--- src/rtl/aes_round_controller_pkg.sv ---
// Shared types and helpers for the AES round sequencer: FSM states,
// block direction and the key-size to round-count mapping.
package aes_ctrl_pkg;

  localparam int IDX_W = 4;

  typedef enum logic [1:0] {
    IDLE = 2'd0,
    RUN  = 2'd1,
    DONE = 2'd2
  } state_e;

  typedef enum logic {
    ENC = 1'b0,
    DEC = 1'b1
  } mode_e;

  // AES round count: 10/12/14 rounds for 128/192/256-bit keys.
  function automatic int nr_from_key_bits(input int key_bits);
    case (key_bits)
      192:     return 12;
      256:     return 14;
      default: return 10;
    endcase
  endfunction

endpackage

--- src/rtl/aes_round_controller_if.sv ---
// Valid/ready handshake bundle between the AES controller (slave) and the
// block producer / result consumer (master).
interface aes_round_controller_if;

  logic in_valid;
  logic in_ready;
  logic in_mode;
  logic out_valid;
  logic out_ready;

  modport master (
    output in_valid, in_mode, out_ready,
    input  in_ready, out_valid
  );

  modport slave (
    input  in_valid, in_mode, out_ready,
    output in_ready, out_valid
  );

endinterface

--- src/rtl/aes_round_controller_round_counter.sv ---
// Key-index counter for the round datapath. Loaded with the first RUN index
// on accept, then stepped by UNROLL in the block's direction. term_o flags
// the index of the cycle that contains round NR.
module aes_round_counter
  import aes_ctrl_pkg::*;
#(
  parameter int NR     = 10,
  parameter int UNROLL = 1
) (
  input  logic             clk,
  input  logic             rst,
  input  logic             load_i,
  input  logic             down_i,
  input  logic             en_i,
  output logic [IDX_W-1:0] count_o,
  output logic             term_o
);

  localparam logic [IDX_W-1:0] STEP     = IDX_W'(UNROLL);
  localparam logic [IDX_W-1:0] UP_FIRST = IDX_W'(1);
  localparam logic [IDX_W-1:0] DN_FIRST = IDX_W'(NR - 1);
  localparam logic [IDX_W-1:0] UP_LAST  = IDX_W'(NR - UNROLL + 1);
  localparam logic [IDX_W-1:0] DN_LAST  = IDX_W'(UNROLL - 1);

  logic [IDX_W-1:0] count_q, count_d;
  logic             down_q, down_d;

  // Load takes priority; otherwise step toward the terminal index.
  always_comb begin
    count_d = count_q;
    down_d  = down_q;
    if (load_i) begin
      down_d  = down_i;
      count_d = down_i ? DN_FIRST : UP_FIRST;
    end else if (en_i) begin
      count_d = down_q ? (count_q - STEP) : (count_q + STEP);
    end
  end

  // Counter and direction registers.
  always_ff @(posedge clk) begin
    if (rst) begin
      count_q <= '0;
      down_q  <= 1'b0;
    end else begin
      count_q <= count_d;
      down_q  <= down_d;
    end
  end

  assign count_o = count_q;
  assign term_o  = down_q ? (count_q == DN_LAST) : (count_q == UP_LAST);

endmodule

--- src/rtl/aes_round_controller.sv ---
// Multicycle AES round sequencer: accepts a block, runs NR/UNROLL round
// cycles on the shared datapath, then holds the result until taken.
// Optional build macro: AES_CTRL_STATS_EN adds the blk_count output, a
// wrapping count of completed output handshakes.
module aes_round_controller
  import aes_ctrl_pkg::*;
#(
  parameter int KEY_BITS = 128,
  parameter int UNROLL   = 1
) (
  input  logic                   clk,
  input  logic                   rst,
  aes_round_controller_if.slave  hs,
  output logic                   load_en,
  output logic                   round_en,
  output logic                   final_round,
  output logic [IDX_W-1:0]       round_idx,
  output logic                   mode_q,
  output logic                   busy
`ifdef AES_CTRL_STATS_EN
  , output logic [31:0]          blk_count
`endif
);

  localparam int NR = nr_from_key_bits(KEY_BITS);
  localparam logic [IDX_W-1:0] DEC_LOAD_IDX = IDX_W'(NR);

  if (!(KEY_BITS == 128 || KEY_BITS == 192 || KEY_BITS == 256)) begin : g_bad_key_bits
    $error("aes_round_controller: KEY_BITS must be 128, 192 or 256");
  end
  if (!(UNROLL == 1 || UNROLL == 2)) begin : g_bad_unroll
    $error("aes_round_controller: UNROLL must be 1 or 2");
  end

  state_e           state_q, state_d;
  logic             mode_d;
  logic             accept;
  logic             in_ready_c;
  logic             out_valid_c;
  logic [IDX_W-1:0] cnt;
  logic             term;
  logic [IDX_W-1:0] load_idx;

  // Encrypt starts from key 0, decrypt from key NR.
  assign load_idx = (hs.in_mode == DEC) ? DEC_LOAD_IDX : '0;

  aes_round_counter #(
    .NR     (NR),
    .UNROLL (UNROLL)
  ) u_round_counter (
    .clk     (clk),
    .rst     (rst),
    .load_i  (accept),
    .down_i  (hs.in_mode == DEC),
    .en_i    (round_en & ~term),
    .count_o (cnt),
    .term_o  (term)
  );

  // Next state and datapath strobes; DONE can hand off straight into RUN.
  always_comb begin
    state_d     = state_q;
    accept      = 1'b0;
    in_ready_c  = 1'b0;
    out_valid_c = 1'b0;
    round_en    = 1'b0;
    final_round = 1'b0;
    round_idx   = cnt;
    case (state_q)
      IDLE: begin
        in_ready_c = 1'b1;
        round_idx  = '0;
        if (hs.in_valid) begin
          accept    = 1'b1;
          round_idx = load_idx;
          state_d   = RUN;
        end
      end
      RUN: begin
        round_en    = 1'b1;
        final_round = term;
        if (term) state_d = DONE;
      end
      DONE: begin
        out_valid_c = 1'b1;
        in_ready_c  = hs.out_ready;
        if (hs.out_ready) begin
          if (hs.in_valid) begin
            accept    = 1'b1;
            round_idx = load_idx;
            state_d   = RUN;
          end else begin
            state_d = IDLE;
          end
        end
      end
      default: state_d = IDLE;
    endcase
  end

  assign mode_d = accept ? hs.in_mode : mode_q;

  // State and latched block direction.
  always_ff @(posedge clk) begin
    if (rst) begin
      state_q <= IDLE;
      mode_q  <= 1'b0;
    end else begin
      state_q <= state_d;
      mode_q  <= mode_d;
    end
  end

  assign load_en      = accept;
  assign busy         = (state_q != IDLE);
  assign hs.in_ready  = in_ready_c;
  assign hs.out_valid = out_valid_c;

`ifdef AES_CTRL_STATS_EN
  logic [31:0] blk_count_q, blk_count_d;

  assign blk_count_d = (out_valid_c && hs.out_ready) ? (blk_count_q + 32'd1) : blk_count_q;

  // Completed-block counter, wraps naturally at 2^32.
  always_ff @(posedge clk) begin
    if (rst) blk_count_q <= '0;
    else     blk_count_q <= blk_count_d;
  end

  assign blk_count = blk_count_q;
`endif

endmodule

--- src/flat_wrapper.sv ---
// flat-port wrapper written by rule: the top's interface ports become plain ports
module aes_round_controller_flat import aes_ctrl_pkg::*;
#(
  parameter int KEY_BITS = 128,
  parameter int UNROLL   = 1
)
  (clk, rst, load_en, round_en, final_round, round_idx, mode_q, busy, hs_in_valid, hs_in_mode, hs_out_ready, hs_in_ready, hs_out_valid);
  aes_round_controller_if hs_i ();
  input  logic clk;
  input  logic rst;
  output logic load_en;
  output logic round_en;
  output logic final_round;
  output logic [IDX_W-1:0] round_idx;
  output logic mode_q;
  output logic busy;
  input wire logic [$bits(hs_i.in_valid)-1:0] hs_in_valid;
  input wire logic [$bits(hs_i.in_mode)-1:0] hs_in_mode;
  input wire logic [$bits(hs_i.out_ready)-1:0] hs_out_ready;
  output wire logic [$bits(hs_i.in_ready)-1:0] hs_in_ready;
  output wire logic [$bits(hs_i.out_valid)-1:0] hs_out_valid;
  assign hs_i.in_valid = hs_in_valid;
  assign hs_i.in_mode = hs_in_mode;
  assign hs_i.out_ready = hs_out_ready;
  assign hs_in_ready = hs_i.in_ready;
  assign hs_out_valid = hs_i.out_valid;
  aes_round_controller #(.KEY_BITS(KEY_BITS), .UNROLL(UNROLL)) u_core (.clk(clk), .rst(rst), .hs(hs_i), .load_en(load_en), .round_en(round_en), .final_round(final_round), .round_idx(round_idx), .mode_q(mode_q), .busy(busy));
endmodule
--- config.mk ---
export PLATFORM = sky130hd
export DESIGN_NAME = aes_round_controller_flat
export DESIGN_NICKNAME = d
export VERILOG_FILES = /design/src/rtl/aes_round_controller_pkg.sv /design/src/rtl/aes_round_controller_if.sv /design/src/rtl/aes_round_controller_round_counter.sv /design/src/rtl/aes_round_controller.sv /design/src/flat_wrapper.sv
export SDC_FILE = /design/constraint.sdc
export NUM_CORES = 1
export LEC_CHECK = 0
export ABC_CLOCK_PERIOD_IN_PS = 2170
export CORE_MARGIN = 2
export CORE_UTILIZATION = 30
export CTS_CLUSTER_SIZE = 25
export DETAILED_ROUTE_END_ITERATION = 10
export HOLD_SLACK_MARGIN = 0.15
export SLEW_MARGIN = 20
export SYNTH_ARGS = -nofsm -noshare
export SYNTH_HDL_FRONTEND = slang
export SYNTH_HIERARCHICAL = 1
export SYNTH_SLANG_ARGS = --single-unit
--- constraint.sdc ---
create_clock -name clk -period 2.17 [get_ports clk]
set_input_delay 0.434 -clock clk [delete_from_list [all_inputs] [get_ports clk]]
set_output_delay 0.434 -clock clk [all_outputs]
set_load 0.01 [all_outputs]
# Yosys cells after proc, flatten, opt, wreduce, memory -nomap -nowiden
# Cells that the tools add are included.
# W data, S select, Z words.
dict set report totals {
  word_cells 40
  inputBits 5
  latchBits 0
  n_memories 0
  register_bits 7
  romBits 0
  mem_bits_rw 0
  out_inout_bits 11
}
dict set report op_classes {
  order_cmp 0
  div 0
  muxes 22
  eq_ne 6
  n_reduce_logical 5
  shift 0
  bitwise 2
  mul 0
  n_addsub 2
}
# op n
set ops {}
lappend ops {{$mux W4} 8}
lappend ops {{$pmux W4 S2} 1}
lappend ops {{$mux W1} 7}
lappend ops {{$mux W2} 3}
lappend ops {{$pmux W2 S3} 1}
lappend ops {{$add A4 B1 Y4 const B} 1}
lappend ops {{$eq A4 B4 Y1 const B} 1}
lappend ops {{$logic_not A4 Y1} 1}
lappend ops {{$ne A2 B2 Y1 const B} 2}
lappend ops {{$pmux W1 S2} 2}
lappend ops {{$reduce_bool A2 Y1} 2}
lappend ops {{$sub A4 B1 Y4 const B} 1}
lappend ops {{$reduce_and A3 Y1} 1}
lappend ops {{$eq A2 B1 Y1 const B} 1}
lappend ops {{$eq A2 B2 Y1 const B} 1}
lappend ops {{$logic_not A2 Y1} 1}
lappend ops {{$ne A2 B1 Y1 const B} 1}
lappend ops {{$and A1 B1 Y1} 1}
lappend ops {{$not A1 Y1} 1}

# Longest topological paths before layout
dict set report depth {
  word_depth 6
  ltp_mapped 7
  depth_no_buf 7
}

# Modules after synthesis
# Netlist, hierarchy kept.
# mod seq_area_each_um2 cells_per_inst instances area_per_inst_um2
set by_module_without_submodules {}
lappend by_module_without_submodules {aes_round_counter 100.1 33 1 316.6}
lappend by_module_without_submodules {aes_round_controller 60.1 29 1 210.2}

# Least setup slack after synthesis
# No wires, ideal clock.
dict set report synth_path {
  kind {flip-flop to flip-flop}
  start {reg u_core.u_round_counter.down_q}
  end {reg u_core.u_round_counter.count_q[3], in the netlist u_core/u_round_counter/count_o[3]}
  setup_ns 0.082
  required_time_ns 2.088
  arrival_time_ns 1.855
  setup_slack_ns 0.232
  n_path_buf 0
  stages_incl_launch_ff 8
  period_less_slack_ns 1.938
  cell_sequence {dfxtp_1 and3b_1 a21oi_1 nor3_1 nor3b_1 nor3b_2 nand2b_1 o221ai_1}
}
dict set report synth_via {
  elab_chain_len 4
  word_cells_on_any_way 7
  cone_classes {mux: 4; bitwise: 2; reduce/logical: 1}
}
# item line_no
set synth_rtl {}
lappend synth_rtl {{start, declared} aes_round_controller_round_counter.sv:26} ;# logic down_q, down_d;
lappend synth_rtl {{start signal, assigned} aes_round_controller_round_counter.sv:47} ;# down_q <= down_d;
lappend synth_rtl {{$mux W1} aes_round_controller_round_counter.sv:52} ;# assign term_o = down_q ? (count_q == DN_LAST) : (count_q == UP_LAST);
lappend synth_rtl {{via u_core.term} aes_round_controller.sv:41} ;# logic term;
lappend synth_rtl {{$not A1 Y1} aes_round_controller.sv:55} ;# .en_i (round_en & ~term),
lappend synth_rtl {{$and A1 B1 Y1} aes_round_controller.sv:55}
lappend synth_rtl {{$reduce_bool A2 Y1 (no source line)} n/a}
lappend synth_rtl {{end signal, assigned} aes_round_controller_round_counter.sv:46} ;# count_q <= count_d;
lappend synth_rtl {{end, declared} aes_round_controller_round_counter.sv:25} ;# logic [IDX_W-1:0] count_q, count_d;
# The timed path passes the listed nets, and every way through them passes these cells. The select of a mux whose other input is x is not followed.
# A chain may end at the register's enable or synchronous reset.

# Worst setup path in the final report
dict set report layout_path {
  start {in hs_in_valid}
  end {out round_idx[1]}
}
dict set report layout_via {
  elab_chain_len 3
  word_cells_on_any_way 4
  cone_classes {mux: 4}
}
# item line_no
set layout_rtl {}
lappend layout_rtl {{start, declared} flat_wrapper.sv:17} ;# input wire logic [$bits(hs_i.in_valid)-1:0] hs_in_valid;
lappend layout_rtl {{$mux W4} aes_round_controller.sv:88} ;# if (hs.in_valid) begin
lappend layout_rtl {{$mux W4} aes_round_controller.sv:87} ;# if (hs.out_ready) begin
lappend layout_rtl {{$pmux W4 S2 *} aes_round_controller.sv:69} ;# case (state_q)
lappend layout_rtl {{end, declared} flat_wrapper.sv:14} ;# output logic [IDX_W-1:0] round_idx;
# Every way passes the cells marked *; elsewhere a longest branch is shown, timed or not.

==> Implementation_results.wiki <==
{| class="wikitable"
! Metric !! Value
|-
| Critical Path Slowest Stage Cell || clkdlybuf4s50_1
|-
| Setup Skew || 0.00341 ns
|-
| Core Box Area || 0.00169 sq mm
|-
| Launching element of the worst setup path || hs_in_valid
|-
| WP depth || 6
|-
| Vias in the first global route || 493
|-
| Post-route DRC || 0
|-
| Classification of the worst setup path || primary input to primary output
|-
| Capture instance of the worst register-to-register path || u_core/u_round_counter/count_o[3]
|-
| Worst-case clock buffer depth || 2
|-
| Global-route wire length before repair || 2.10 mm
|-
| Crit path DAT || 1.64 ns
|-
| RD Place Congestion || 0.719
|-
| CP endpoint kind || primary output
|-
| Final worst-path setup slack || 0.0960 ns
|-
| Result of the run || complete, no violations
|-
| Clock-pin slew of the registers on the worst-case setup and hold paths || 0.05 ns
|-
| Via-per-instance ratio || 4.99
|-
| Sequential share of the synthesized area || 30.4%
|-
| Setup crit start kind || primary input
|-
| Max-capacitance violation count || 0
|-
| Die H || 45.9 um
|-
| Synth Instances || 62
|-
| Die width || 45.9 um
|-
| Chain of cells forming the critical path || clkdlybuf4s50_1, nand2_1, a21oi_2, buf_4, o21ai_0, dlygate4sd2_1
|-
| Count of synthesis-stage warnings from yosys || 6
|-
| Hold path cells || 2
|-
| Netlist area before placement || 527 sq um
|-
| R2r worst-path depth || 8
|-
| Worst path max stage delay || 0.49 ns
|-
| Source of the worst hold timing path || u_core/mode_q
|-
| Total of flip-flops plus latches after synthesis || 8
|-
| Number of antenna violations at the first check in global routing || 0
|-
| Post-synth net total || 70
|-
| Cell variety after synth || 28
|-
| Die outline area || 0.00211 sq mm
|-
| Register-to-register setup slack || 0.44 ns
|-
| Smallest hold slack || 0.472 ns
|-
| Total global routing track utilization || 13.8%
|-
| Post-Layout Inst Area || 790 sq um
|-
| Worst-Margin Slew || 0.376 ns
|-
| First-pass iteration count of the detailed router || 3
|-
| Ant diodes || 0
|-
| Endpoint with the worst hold slack || u_core/mode_q
|-
| Max_slew headroom || 74.9%
|-
| HPWL after detailed placement || 946 um
|-
| List of most frequent post-synthesis cells || nor2_1, dfxtp_1, a21oi_1
|-
| Number of H-tree levels || 1
|-
| Cts-stage hold buffer count || 0
|-
| Area Growth Syn to Fin || 49.9%
|-
| Worst ir drop on vdd || 0.214 mV
|-
| Ratio of total power to cell area || 530 mW/mm^2
|-
| Dominant cells by area after synthesis || dfxtp_1, nor2_1, a21oi_1, ha_1, and2b_1
|-
| Fmax || 482 MHz
|-
| Pin count of the biggest net entering global routing || 10
|-
| Share of layout cells above drive strength 1 || 23.0%
|-
| Post-synth top flop || dfxtp_1
|-
| RSZ-0062 raised after global routing || no
|-
| Post-synth EDFFs || 0
|-
| Min-delay worst type || register to register
|-
| Required time worst endpoint || 1.74 ns
|-
| Final nets || 97
|-
| Avg Cell Area, Syn || 8.50 sq um
|-
| Via Count || 519
|-
| Number of primary I/O pins || 16
|-
| Post-route antenna net violation count || 0
|-
| Worst-Skew Late Latency || 0.25 ns
|-
| Slew Limit Fails || 0
|-
| Clock tree sinks || 8
|-
| Final hold vios || 0
|-
| Reg-to-reg critical path startpoint || u_core/u_round_counter/down_q
|-
| Overall overflow remaining after global route || 0
|-
| Combined buffer and inverter count along the critical path || 3
|-
| Number of DRC violations after detailed-routing iteration 0 || 1
|-
| Total routed wirelength || 1.22 mm
|-
| Core occupancy in the finished layout || 46.7%
|-
| Cell with the most instances after synthesis || nor2_1
|-
| Average wire per standard cell || 11.7 um
|-
| Number of setup violations in the final report || 0
|-
| Setup slack at placement || -0.115 ns
|-
| Max FO, Critical Path || 3
|-
| Clock buffers created by TritonCTS || 3
|-
| Cell chosen for the clock root || clkbuf_4
|-
| Placed inst area || 746 sq um
|-
| Delay-heaviest family, CP || buffers and inverters
|-
| Fraction of registers with async set/reset || 0%
|-
| FP Rows || 15
|-
| PortBufs || 15
|-
| Initial core utilization || 31.2%
|-
| Static leakage || 0.397 nW
|-
| Dominant cell type by area after synthesis || dfxtp_1
|-
| Fill cell count || 180
|-
| Clock tree from TritonCTS || yes
|-
| Fraction of synthesized cell area taken by the top area cell type || 30.4%
|-
| Final worst path period need || 2.07 ns
|-
| Crit share post-route || 95.6%
|}
## state kept, by name, indices dropped and copies added, names as in the netlist
| register | flops |
|---|---|
| u_core/state_q | 2 |
| u_core/mode_q | 1 |
| u_core/u_round_counter/count_o | 4 |
| u_core/u_round_counter/down_q | 1 |
## kinds of logic (layout without fill, tap and decap cells)
logic type / after synthesis / count (layout) / synth area share (%)
AND/OR/NAND/NOR: 31 / 31 / 34.9
AO/OA/AOI/OAI: 12 / 12 / 15.0
adder cells (fa/ha/maj): 3 / 3 / 8.55
XOR/XNOR: 3 / 3 / 4.99
buffers and inverters: 3 / 28 / 2.37
flip-flops: 8 / 8 / 30.4
multiplexers: 2 / 2 / 3.80
## final cells by class
type | instances | area, sq um | share of cell area (%)
clock buffer | 3 | 22.5 | 2.85
multi-input combinational | 51 | 363 | 46.0
timing repair buffer | 23 | 213 | 26.9
sequential | 8 | 163 | 20.6
tap | 17 | 21.3 | 2.69
inverter | 2 | 7.51 | 0.951
## routing by layer
layer | global-route usage (%) | wire length (um)
met5 | 0 | 0
met4 | 8.57 | 17
met3 | 1.59 | 60
met2 | 24.4 | 614
met1 | 15.4 | 524
## through the flow
step | power, mW | TNS, ns | std cells
finish | 0.419 | 0 | 104
global route | 0.446 | 0 | 104
CTS | 0.421 | -0.00403 | 103
detailed placement | 0.310 | -0.453 | 100
global placement | 0.307 | -0.437 | 100
floorplan | 0.246 | 0 | 62
## cells in the final DEF, fill, tap and decap left out
| cell type | count |
|---|---|
| dfxtp_2 | 2 |
| inv_1 | 2 |
| nand3_1 | 2 |
| and2b_1 | 3 |
| nor2b_2 | 1 |
| nand4_1 | 1 |
| xnor2_1 | 1 |
| dlygate4sd2_1 | 4 |
| nor3b_2 | 1 |
| dlymetal6s2s_1 | 3 |
| o21ba_1 | 1 |
| ha_1 | 2 |
| o221ai_1 | 1 |
| and2_4 | 1 |
| nand2b_1 | 3 |
| fa_1 | 1 |
| clkbuf_4 | 3 |
| a2111oi_2 | 1 |
| a21oi_2 | 1 |
| nor3_2 | 1 |
| nor3b_1 | 2 |
| buf_4 | 8 |
| nor3_1 | 1 |
| xor2_1 | 2 |
| nand2_1 | 1 |
| mux2i_1 | 2 |
| a21oi_1 | 5 |
| or2_2 | 1 |
| and3b_1 | 1 |
| nor2b_1 | 2 |
| nor2_1 | 9 |
| o21ai_0 | 3 |
| dfxtp_1 | 6 |
| and2_1 | 1 |
| clkdlybuf4s50_1 | 8 |
## power breakdown
group	switching, mW	internal, mW
Clock	0.0484	0.0631
Sequential	0.0172	0.159
Combinational	0.0580	0.0728
Total	0.124	0.295
## what timing repair did
item                                    in CTS  in global routing
setup buffers                                0                  1
pin swaps                                    0                  2
gates resized for setup                      7                  4
endpoints found under the setup margin       7                  3
## tightest hold or removal path: cells and delay by family (launching register included)
kind | cells | cell delay [ns]
compound gates | 2 | 0.12
flops | 1 | 0.30
## worst max-delay path by stage
stage	end	slack [ns]
2_1_floorplan	u_core/u_round_counter/count_o[3]	0.23
3_5_place_dp	round_idx[3]	-0.12
3_3_place_gp	round_idx[1]	-0.11
4_1_cts	final_round	-0.004
6_report	round_idx[1]	0.1
5_1_grt	round_idx[3]	0.04
No activity file was read; power rests on OpenSTA's default activity.
==> RTL change 1 (same settings) <==
`IDX_W`: 4 -> 5.
--- a/src/rtl/aes_round_controller_pkg.sv
+++ b/src/rtl/aes_round_controller_pkg.sv
@@ -3,5 +3,5 @@
 package aes_ctrl_pkg;
 
-  localparam int IDX_W = 4;
+  localparam int IDX_W = 5;
 
   typedef enum logic [1:0] {
Ports: changed (resized round_idx); port bits go from 16 to 17. The function was not compared with the original's and may differ.
==> RTL change 1 against the unedited design <==
- critical path depth fell by 1
- non-clock buffer count rose by 2
- wire length rose by 24%
- combinational power rose by 15%
- worst setup slack got worse by 68 ps
- cell area rose by 16%
- global-route usage fell by 0.39 points
- count of clock-buffer cells in the layout rose by 1
- total power rose by 13%
- via count rose by 20%
- area after synthesis rose by 20%
- sequential cell count rose by 1
- highest routed layer unchanged
==> RTL change 1: results <==
{
  "grt_pass1_wl_um": 2570,
  "dp_hpwl_um": 1180,
  "placed_area_um2": 885,
  "synth_cell_types": 36,
  "fin_crit_sh_pct": 98.7,
  "grt_start_max_net_pins": 11,
  "drtIter0Drc": 8,
  "wl_met2_um": 731,
  "wl_met1_um": 688,
  "gp_congestion": 0.854,
  "finalPower_mw": 0.472,
  "layout-drive-gt1-share_pct": 22.9,
  "async_reset_ff_share_pct": 0,
  "crit_start": "hs_out_ready",
  "regToRegEndpoint": "u_core/u_round_counter/count_o[4]$_SDFFE_PP0P_",
  "cts_root_buffer": "clkbuf_4",
  "p_leak_nw": 0.413,
  "status": "complete, no violations",
  "drt-total-wl_um": 1500,
  "wl_met3_um": 71,
  "synth_nets": 87,
  "grt_pass1_vias": 613,
  "yosysSeqAreaShare_pct": 28.5,
  "synth_area_leaders": "dfxtp_1, nor2_1, ha_1",
  "fin_nets": 115,
  "min-delay-start": "u_core/mode_q$_SDFFE_PP0P_",
  "final_cells": 132,
  "crit_path_max_fanout": 4,
  "gr-usage-all-layers_pct": 13.4,
  "max_stage_delay_ps": 440,
  "syn_inst": 78,
  "p_switching_mw": 0.144,
  "finClkSkew_ps": 2.94,
  "comb_power_mw": 0.151,
  "io_buffers": 16,
  "holdPathEnd": "u_core/mode_q$_SDFFE_PP0P_",
  "endpoint": "round_idx[3]",
  "r2r_slack_ps": 300,
  "worst_r2r_path_depth": 6,
  "clkPwrFrac_pct": 27.4,
  "cp.arrival_ps": 1710,
  "peakVddDrop_v": 0.000325,
  "slew_headroom_pct": 75.7,
  "viasPerCell": 4.70
}
==> RTL change 1: changes by cell type in the layout (fill, tap and decap cells not counted), sizes merged, moves of 3 or more <==
cell          change
nor2              +5
dlygate4sd2       +4
dlymetal6s2s      -3
nand2             +3
==> RTL change 1: cells by family (layout without fill, tap and decap cells) <==
kind of cell    Yosys count  count (layout)  synth area share [%]
fa+ha+maj                 4               4                  9.11
buf+inv                   6              33                  3.76
flops                     9               9                  28.5
mux                       3               3                  4.75
simple gates             38              38                  33.3
compound gates           16              16                  17.8
xor+xnor                  2               2                  2.77
==> RTL change 1: metrics by stage <==
| stage | hold WS (ps) | utilization, % | setup slack, ps |
|---|---|---|---|
| final | 495 | 46.4 | 28.4 |
| after global routing | 528 | 46.4 | 2.80 |
| after CTS | 500 | 46.0 | 6.21 |
| after detailed placement | 491 | 44.6 | -290 |
| after global placement | 466 | 44.6 | -199 |
| after floorplan | 452 | - | 521 |
==> RTL change 1: final cells by class <==
class,count,area [um^2]
repair buffers,25,218
flip-flops and latches,9,181
fillers,208,1060
well taps,27,33.8
multi-input cells,63,445
inverters,4,15.0
clock buffers,4,26.3
==> RTL change 1: what timing repair did <==
action / in CTS / in global routing
pin swaps: 2 / 1
gates resized for setup: 12 / 2
setup endpoints to repair: 8 / 3
==> RTL change 1: per-layer routing <==
metal / up-vias / global-route usage (%)
li1: 319 / -
met1: 283 / 16.5
met2: 17 / 22.4
met3: 2 / 3.94
met4: 0 / 4.17
met5: - / 0
==> RTL change 1: tightest hold or removal path, stage by stage, from the launching register on <==
cell and delay, ps:
dfxtp_1 310, o21ai_1 70, a21oi_1 70
==> RTL change 2 (same flow settings) <==
Made on the original files. Re-encode `state_e` (3 states) as one-hot, 3 bits wide.
--- a/src/rtl/aes_round_controller_pkg.sv
+++ b/src/rtl/aes_round_controller_pkg.sv
@@ -5,8 +5,8 @@
   localparam int IDX_W = 4;
 
-  typedef enum logic [1:0] {
-    IDLE = 2'd0,
-    RUN  = 2'd1,
-    DONE = 2'd2
+  typedef enum logic [2:0] {
+    IDLE = 3'b001,
+    RUN  = 3'b010,
+    DONE = 3'b100
   } state_e;
 
Function: same outputs for any inputs over 10 cycles, from zero or initial values and one cycle with rst high; not proved beyond that.
==> RTL change 2 against the unedited design <==
- cell count is 21% higher
- worst setup slack worse by 38 ps
- count of clock-buffer cells in the layout increased by 1
- global-route usage decreased by 0.48 points
- total power increased by 6.7%
- largest cell class unchanged
- non-clock buffer count grew 3
- sequential cell count grew 1
- critical path type unchanged
- core utilization is 0.33 points higher
- cell area is 17% higher
- synthesized cell count rose by 13%
- wire length increased by 24%
- fmax down 1.8%
- clock skew about the same
- area after synthesis up 19%
==> RTL change 2: results <==
{
  "status": "complete, no violations",
  "gp_congestion": 0.689,
  "max_stage_delay_ps": 280,
  "vias": 618,
  "p_leak_nw": 0.410,
  "grt_start_max_net_pins": 11,
  "wl_per_cell_um": 12.0,
  "peakVddDrop_v": 0.000267,
  "largest_register_ffs": 4,
  "netlist_top_cells_count": "dfxtp_1, nor2_1, a21oi_1, nand2b_1",
  "layout-drive-gt1-share_pct": 26.3,
  "hp-class": "reg -> reg",
  "ys_ff_latch": 9,
  "synth_area_leaders": "dfxtp_1, nor2_1, a21oi_1",
  "first_pass_iters": 2,
  "synth_cell_types": 34,
  "crit_start": "hs_out_ready",
  "io_buffers": 15,
  "syn_inst": 70,
  "path_clk_slew_ps": 60,
  "dp_hpwl_um": 1140,
  "finClkSkew_ps": 3.20,
  "slowest_stage": "dlygate4sd2_1",
  "timing.rr.start": "u_core/u_round_counter/down_q$_SDFFE_PP0P_",
  "num_antenna_cells": 0,
  "holdBufCountCts": 0,
  "drtIter0Drc": 5,
  "fin_nets": 108,
  "endpoint": "round_idx[1]",
  "clock_path_buffers": 2,
  "yosys_warnings": 6,
  "async_reset_ff_share_pct": 0,
  "cts_buffers": 3,
  "crit_path_max_fanout": 4,
  "dp.cells": 119,
  "worst_r2r_path_depth": 7,
  "cts_root_buffer": "clkbuf_4",
  "synth_nets": 78,
  "r2r_slack_ps": 450,
  "drt-total-wl_um": 1510,
  "cp.arrival_ps": 1680,
  "yosysSeqAreaShare_pct": 28.7,
  "htree_levels": 1,
  "slew_headroom_pct": 71.5,
  "regToRegEndpoint": "u_core/u_round_counter/count_o[3]$_SDFFE_PP0P_",
  "grt_pass1_wl_um": 2550,
  "insertion_delay_ps": 260,
  "grt_pass1_vias": 628,
  "gr-usage-all-layers_pct": 13.3,
  "antenna_found_initial": 0
}
## RTL change 2: cell families (layout without fill, tap and decap cells)
| family | Yosys count | count (layout) | share of synthesized area, % |
|---|---|---|---|
| flip-flops | 9 | 9 | 28.7 |
| AND/OR/NAND/NOR | 35 | 35 | 35.3 |
| buffers and inverters | 3 | 32 | 1.99 |
| XOR/XNOR | 3 | 3 | 4.18 |
| AO/OA/AOI/OAI | 15 | 15 | 19.5 |
| adder cells (fa/ha/maj) | 3 | 3 | 7.17 |
| multiplexers | 2 | 2 | 3.19 |
## RTL change 2: cell type report
| cell class | instances | area, um^2 |
|---|---|---|
| timing repair buffer | 26 | 221 |
| fill | 230 | 1040 |
| multi-input combinational | 58 | 445 |
| sequential | 9 | 189 |
| tap | 27 | 33.8 |
| clock buffer | 4 | 26.3 |
| inverter | 2 | 7.51 |
## RTL change 2: through the flow
stage | area [um^2] | hold WS [ps] | power, mW | setup WS [ps]
after floorplan | 628 | 503 | 0.257 | 608
after global placement | 867 | 567 | 0.320 | -338
after detailed placement | 867 | 581 | 0.321 | -330
after CTS | 916 | 576 | 0.454 | 42.8
after global routing | 923 | 601 | 0.476 | 1.63
final | 923 | 569 | 0.447 | 57.8
## RTL change 2: timing repair
item | in CTS | in global routing
resized for setup | 15 | 2
setup endpoints to repair | 7 | 1
pin swaps | 3 | 0
setup buffers | 3 | 0
## RTL change 2: where the power goes
part           total [mW]  internal (mW)  switching (mW)
clock network       0.126         0.0707          0.0558
registers           0.191          0.176          0.0149
logic               0.130         0.0738          0.0559
total               0.447          0.320           0.127
## RTL change 2: per-layer routing
metal,part of all wire [%],track usage (%),vias up
li1,-,-,313
met1,43,14.0,294
met2,53,25.8,11
met3,3.3,2.12,0
met4,0,5.56,0
met5,0,0,-
## RTL change 2: worst min path at each step
stage	from	cells past startpoint	slack, ps	endpoint
floorplan	rst	1	500	u_core/state_q[2]$_SDFFE_PP0P_
global placement	u_core/u_round_counter/count_o[2]$_SDFFE_PP0P_	2	570	u_core/u_round_counter/count_o[2]$_SDFFE_PP0P_
detailed placement	u_core/u_round_counter/count_o[2]$_SDFFE_PP0P_	2	580	u_core/u_round_counter/count_o[2]$_SDFFE_PP0P_
CTS	u_core/u_round_counter/count_o[1]$_SDFFE_PP0P_	2	580	u_core/u_round_counter/count_o[1]$_SDFFE_PP0P_
global route	u_core/u_round_counter/count_o[1]$_SDFFE_PP0P_	2	600	u_core/u_round_counter/count_o[1]$_SDFFE_PP0P_
finish	u_core/u_round_counter/count_o[1]$_SDFFE_PP0P_	2	570	u_core/u_round_counter/count_o[1]$_SDFFE_PP0P_
## RTL change 2: worst max-delay path: cells and delay by family
family | cells | cell delay (ps)
AO/OA/AOI/OAI | 2 | 290
buffers and inverters | 4 | 810
AND/OR/NAND/NOR | 1 | 130
